`src/rtl/ifu_pkg.sv`:
```
// Shared types and constants for the instruction fetch unit.
package ifu_pkg;

  localparam int XLEN     = 32;
  localparam int OPCODE_W = 7;

  localparam logic [XLEN-1:0] INSTR_NOP = 32'h0000_0013;

  typedef enum logic [1:0] {
    IDLE  = 2'd0,
    REQ   = 2'd1,
    WAIT  = 2'd2,
    DRAIN = 2'd3
  } ifu_state_e;

  typedef struct packed {
    logic [XLEN-1:0] instr;
    logic [XLEN-1:0] pc;
  } fetch_entry_t;

  // Clears the byte offset so every fetch address is word aligned.
  function automatic logic [XLEN-1:0] align_pc(input logic [XLEN-1:0] addr);
    return addr & ~XLEN'(3);
  endfunction

endpackage

```
`src/rtl/fetch_fifo.sv`:
```
// Small synchronous FIFO of fetched {instr, pc} entries with flush.
// The head entry is read straight from storage registers.
module fetch_fifo
  import ifu_pkg::*;
#(
  parameter int DEPTH = 2,
  localparam int AW   = $clog2(DEPTH),
  localparam int CW   = AW + 1
) (
  input  logic         clk,
  input  logic         reset,
  input  logic         push,
  input  logic         pop,
  input  logic         flush,
  input  fetch_entry_t din,
  output fetch_entry_t head,
  output logic [CW-1:0] count,
  output logic         full,
  output logic         empty
);

  fetch_entry_t   mem [DEPTH];
  logic [AW-1:0]  wr_ptr;
  logic [AW-1:0]  rd_ptr;
  logic           do_push;
  logic           do_pop;

  assign full    = (count == CW'(DEPTH));
  assign empty   = (count == '0);
  assign do_push = push && !full;
  assign do_pop  = pop && !empty;
  assign head    = mem[rd_ptr];

  // Storage is reset too so the head reads as zero out of reset.
  always_ff @(posedge clk or posedge reset) begin
    if (reset) begin
      wr_ptr <= '0;
      rd_ptr <= '0;
      count  <= '0;
      for (int i = 0; i < DEPTH; i++) mem[i] <= '0;
    end else if (flush) begin
      wr_ptr <= '0;
      rd_ptr <= '0;
      count  <= '0;
    end else begin
      if (do_push) begin
        mem[wr_ptr] <= din;
        wr_ptr      <= wr_ptr + AW'(1);
      end
      if (do_pop) rd_ptr <= rd_ptr + AW'(1);
      count <= count + CW'(do_push) - CW'(do_pop);
    end
  end

endmodule

```
`src/rtl/instr_fetch_unit.sv`:
```
// Fetch front end: PC, single-outstanding imem request FSM and fetch buffer.
// Optional perf counters (perf_fetched/perf_flushed) under IFU_PERF_CNT_EN.
module instr_fetch_unit
  import ifu_pkg::*;
#(
  parameter logic [XLEN-1:0] RESET_PC   = 32'h0000_0000,
  parameter int              FIFO_DEPTH = 2
) (
  input  logic                clk,
  input  logic                reset,
  output logic                imem_req,
  output logic [XLEN-1:0]     imem_addr,
  input  logic                imem_gnt,
  input  logic                imem_rvalid,
  input  logic [XLEN-1:0]     imem_rdata,
  input  logic                redirect_valid,
  input  logic [XLEN-1:0]     redirect_pc,
  output logic                id_valid,
  input  logic                id_ready,
  output logic [XLEN-1:0]     id_instr,
  output logic [OPCODE_W-1:0] id_opcode,
  output logic [XLEN-1:0]     id_pc
`ifdef IFU_PERF_CNT_EN
  ,
  output logic [31:0]         perf_fetched,
  output logic [31:0]         perf_flushed
`endif
);

  localparam int CW = $clog2(FIFO_DEPTH) + 1;

  ifu_state_e      state_q, state_d;
  logic [XLEN-1:0] pc_q;
  logic [XLEN-1:0] req_pc_q;
  logic            push;
  logic            pop;
  logic            granted;
  logic            full;
  logic            empty;
  logic [CW-1:0]   count;
  fetch_entry_t    head;
  fetch_entry_t    din;

  assign pop  = id_valid && id_ready;
  assign din  = '{instr: imem_rdata, pc: req_pc_q};

  fetch_fifo #(.DEPTH(FIFO_DEPTH)) u_fifo (
    .clk   (clk),
    .reset (reset),
    .push  (push),
    .pop   (pop),
    .flush (redirect_valid),
    .din   (din),
    .head  (head),
    .count (count),
    .full  (full),
    .empty (empty)
  );

  assign id_valid  = !empty;
  assign id_instr  = head.instr;
  assign id_pc     = head.pc;
  assign id_opcode = head.instr[OPCODE_W-1:0];
  assign imem_addr = pc_q;

  always_comb begin
    state_d  = state_q;
    imem_req = 1'b0;
    push     = 1'b0;
    granted  = 1'b0;
    case (state_q)
      IDLE: begin
        if (!redirect_valid && !full) state_d = REQ;
      end
      REQ: begin
        imem_req = 1'b1;
        if (redirect_valid) begin
          state_d = imem_gnt ? DRAIN : IDLE;
        end else if (imem_gnt) begin
          state_d = WAIT;
          granted = 1'b1;
        end
      end
      WAIT: begin
        if (imem_rvalid) begin
          state_d = IDLE;
          push    = !redirect_valid;
        end else if (redirect_valid) begin
          state_d = DRAIN;
        end
      end
      DRAIN: begin
        if (imem_rvalid) state_d = IDLE;
      end
      default: state_d = IDLE;
    endcase
  end

  always_ff @(posedge clk or posedge reset) begin
    if (reset) begin
      state_q  <= IDLE;
      pc_q     <= RESET_PC;
      req_pc_q <= '0;
    end else begin
      state_q <= state_d;
      if (granted) req_pc_q <= pc_q;
      if (redirect_valid)  pc_q <= align_pc(redirect_pc);
      else if (granted)    pc_q <= pc_q + XLEN'(4);
    end
  end

`ifdef IFU_PERF_CNT_EN
  logic in_flight;

  // A word granted this cycle or awaited in WAIT is lost when redirected;
  // the head popped in the redirect cycle still reaches decode.
  assign in_flight = (state_q == REQ && imem_gnt) || (state_q == WAIT);

  always_ff @(posedge clk or posedge reset) begin
    if (reset) begin
      perf_fetched <= '0;
      perf_flushed <= '0;
    end else begin
      if (push) perf_fetched <= perf_fetched + 32'd1;
      if (redirect_valid)
        perf_flushed <= perf_flushed + 32'(count) - 32'(pop) + 32'(in_flight);
    end
  end
`endif

endmodule

```
`config.mk`:
```
export PLATFORM = sky130hd
export DESIGN_NAME = instr_fetch_unit
export DESIGN_NICKNAME = d
export VERILOG_FILES = /design/src/rtl/ifu_pkg.sv /design/src/rtl/fetch_fifo.sv /design/src/rtl/instr_fetch_unit.sv
export SDC_FILE = /design/constraint.sdc
export NUM_CORES = 1
export LEC_CHECK = 0
export CAP_MARGIN = 20
export CORE_ASPECT_RATIO = 0.5
export CORE_MARGIN = 2
export CORE_UTILIZATION = 30
export CTS_BUF_LIST = sky130_fd_sc_hd__clkbuf_16
export CTS_CLUSTER_DIAMETER = 150
export DETAILED_ROUTE_END_ITERATION = 8
export GPL_TIMING_DRIVEN = 0
export PLACE_DENSITY = 0.48
export SYNTH_ARGS = -nofsm -noshare
export SYNTH_HDL_FRONTEND = slang
export SYNTH_HIERARCHICAL = 1
export SYNTH_SLANG_ARGS = --single-unit
```
`constraint.sdc`:
```
create_clock -name clk -period 8.18 [get_ports clk]
set_input_delay 0.818 -clock clk [delete_from_list [all_inputs] [get_ports clk]]
set_output_delay 0.818 -clock clk [all_outputs]
set_load 0.005 [all_outputs]
```
==> reports/metrics.yaml <==
synthesis:
  synth_area_um2: 8810
  syn_inst: 657
  synthTopCellsByArea: "dfrtp_1 55%, mux2_2 28%, or4_1 1.4%, nand2_1 1.3%, xnor2_1 0.99%"
  netlist.area_leader.share: 0.551
  synth_edf_count: 0
  synth_area_per_cell_um2: 13.4
  yosysWarningCount: 6
  synth_largest_area_cell: "dfrtp_1"
  async_reset_ff_frac: 1.00
  ys_seq_area_frac: 0.551
  ys_ff_latch: 194
  synth_cell_types: 44
  ys.flop_type: "dfrtp_1"
clock_network:
  cts_hold_buf: 0
  cts_htree_levels: 4
  clk_path_buf_depth: 2
  cts_sinks: 194
  clkSlewWorstSetupHoldPaths_ps: 70
  cts_resized: 0
  cts_tree: "done"
  clock_latency_ps: 440
  cts_root_buffer: "clkbuf_16"
  cts_buffers: 17
  post_cts_buffers: 0
worst_setup_path:
  critical_path_class: "input port to register"
  crit_fanout: 10
  endpoint_kind: "register"
  worstPathArrival_ps: 4700
  worstPathRequired_ps: 8500
  worst_setup_path_start_kind: "input port"
power_and_ir_drop:
  pwr-share-comb: 0.306
  internal_power_w: 0.00234
  clock_power_share: 0.258
  p_sw_frac: 0.269
  seq_power_share: 0.437
  power_density_nw_per_um2: 276
  p_leak_nw: 4.99
  p_switching_w: 0.000863
  vdd.ir_drop.worst_uv: 158
detailed_routing:
  finalWirelength_mm: 23.0
  drtIter0Drc: 216
  drc_errors: 0
  via_count: 5935
  antenna_left: 0
  via_per_inst: 4.72
  drt_first_pass_iters: 4
  wl_per_cell_um: 18.3
timing:
  maxSlewHeadroom: 0.386
  fin_ws_ps: 3810
  worst_pin_slew_ps: 914
  clock_skew_ps: 9.83
  maxSlewViolCount: 0
  finalSetupViolCount: 0
  fin_crit_sh: 0.535
  rsz0062_at_grt: "false"
  clock.fmax_ghz: 0.229
  final_hold_viol_count: 0
  setup_tns_ps: 0
  min_period_ps: 4370
hold_path:
  min_path_type: "register to register"
run_status:
  status: "finished, final reports clean"
final_layout:
  nets: 925
  final_cell_mix: "219 x mux2_2, 194 x dfrtp_1, 170 x clkdlybuf4s50_1"
  final_cells: 1257
  final_common_cell: "mux2_2"
  design_area_um2: 11600
  layout-drive-gt1-share: 0.324
  syn_to_final_growth_pct: 31.9
floorplanning:
  die-area_um2: 30800
  coreArea_um2: 29000
  row_count: 44
  die_h_um: 125
  start_util: 0.304
  die_w_um: 246
  ioPinCount: 175
placed_design:
  place_inst: 1224
  dpl_worst_slack_ps: 3260
  place_area_um2: 11100
  gp_congestion: 0.793
  hpwl_mm: 16.5
  io_buffers: 170
global_route:
  grt_usage: 0.157
  grt_start_max_net_pins: 84
  antenna_found_initial: 1
  grt_pass1_wl_mm: 36.7
  grt-ovfl-total: 0
  grt_pass1_vias: 6310
flow_run:
  cap_violations: 0
[critical path, cell delays in order]
cell and delay, ps:
clkdlybuf4s50_1 660, clkbuf_1 350, clkbuf_1 300, nor4b_1 840, inv_1 220, nor4_4 870
buf_6 280, mux2_2 350
[cell type report]
type | count | area (um^2)
Inverter | 11 | 48.8
Tap cell | 391 | 489
Clock buffer | 17 | 425
Timing Repair Buffer | 171 | 1730
Clock inverter | 15 | 141
Antenna cell | 1 | 2.50
Sequential cell | 194 | 4850
Buffer | 45 | 265
Fill cell | 2805 | 17300
Multi-Input combinational cell | 412 | 3670
[cells by family (layout without fill, tap and decap cells)]
logic type,after synthesis,in the layout,share of synthesized area
AO/OA/AOI/OAI,49,49,0.0352
XOR/XNOR,13,13,0.0129
adder cells (fa/ha/maj),3,3,0.00426
buffers and inverters,56,259,0.0348
flip-flops,194,194,0.551
multiplexers,224,224,0.286
other,1,7,0.000426
AND/OR/NAND/NOR,117,117,0.0751
[layer usage]
layer	vias up	global-route usage	routed length [um]
li1	2762	-	-
met1	3073	0.208	10700
met2	82	0.254	11300
met3	18	0.0343	526
met4	0	0.0514	382
met5	-	0	0
[synthesized netlist by cell type (2+ instances only)]
| master | instances |
|---|---|
| a31oi_1 | 13 |
| and2_1 | 2 |
| and4_1 | 2 |
| buf_1 | 3 |
| buf_2 | 8 |
| buf_4 | 9 |
| buf_6 | 7 |
| clkbuf_1 | 18 |
| dfrtp_1 | 194 |
| ha_1 | 3 |
| inv_1 | 11 |
| mux2_1 | 4 |
| mux2_2 | 219 |
| nand2_1 | 30 |
| nand3_1 | 13 |
| nand3b_1 | 2 |
| nand4_1 | 7 |
| nor2_1 | 19 |
| nor2b_1 | 3 |
| nor3_1 | 4 |
| nor4_1 | 5 |
| o211ai_1 | 4 |
| o21ai_0 | 17 |
| o31a_1 | 2 |
| o31ai_1 | 10 |
| or3_1 | 3 |
| or4_1 | 17 |
| xnor2_1 | 10 |
| xor2_1 | 3 |
[stage by stage]
stage	util	power, W	hold slack, ps
after floorplan	-	0.00186	454
after global placement	0.381	0.00239	463
after detailed placement	0.382	0.00242	475
after CTS	0.401	0.00326	491
after global routing	0.401	0.00341	515
final	0.401	0.00321	487
[power by group through the flow]
stage,Sequential (W),Combinational [W],Clock [W]
5_1_grt,0.00145,0.00106,0.000902
3_3_place_gp,0.00141,0.000985,0
2_1_floorplan,0.00135,0.000509,0
3_5_place_dp,0.00142,0.000995,0
6_report,0.00140,0.000980,0.000826
4_1_cts,0.00140,0.00100,0.000859
[final timing paths]
check | start | end | slack [ps] | cells past startpoint
max in group asynchronous | reset | u_fifo/mem[41] | 6450 | 3
min in group asynchronous | reset | u_fifo/mem[3] | 1010 | 2
max reg2reg | state_q[1] | u_fifo/mem[127] | 5090 | 6
max | redirect_valid | u_fifo/mem[127] | 3810 | 8
min reg2reg | u_fifo/mem[86] | u_fifo/mem[86] | 490 | 1
min | u_fifo/mem[86] | u_fifo/mem[86] | 490 | 1
[registers in the layout, indices dropped and copies added, names as in the netlist]
name	cells
imem_addr	30
req_pc_q	30
state_q	2
u_fifo/count	2
u_fifo/mem	128
u_fifo/rd_ptr	1
u_fifo/wr_ptr	1
Note: power is estimated with default switching activity, not from simulation.
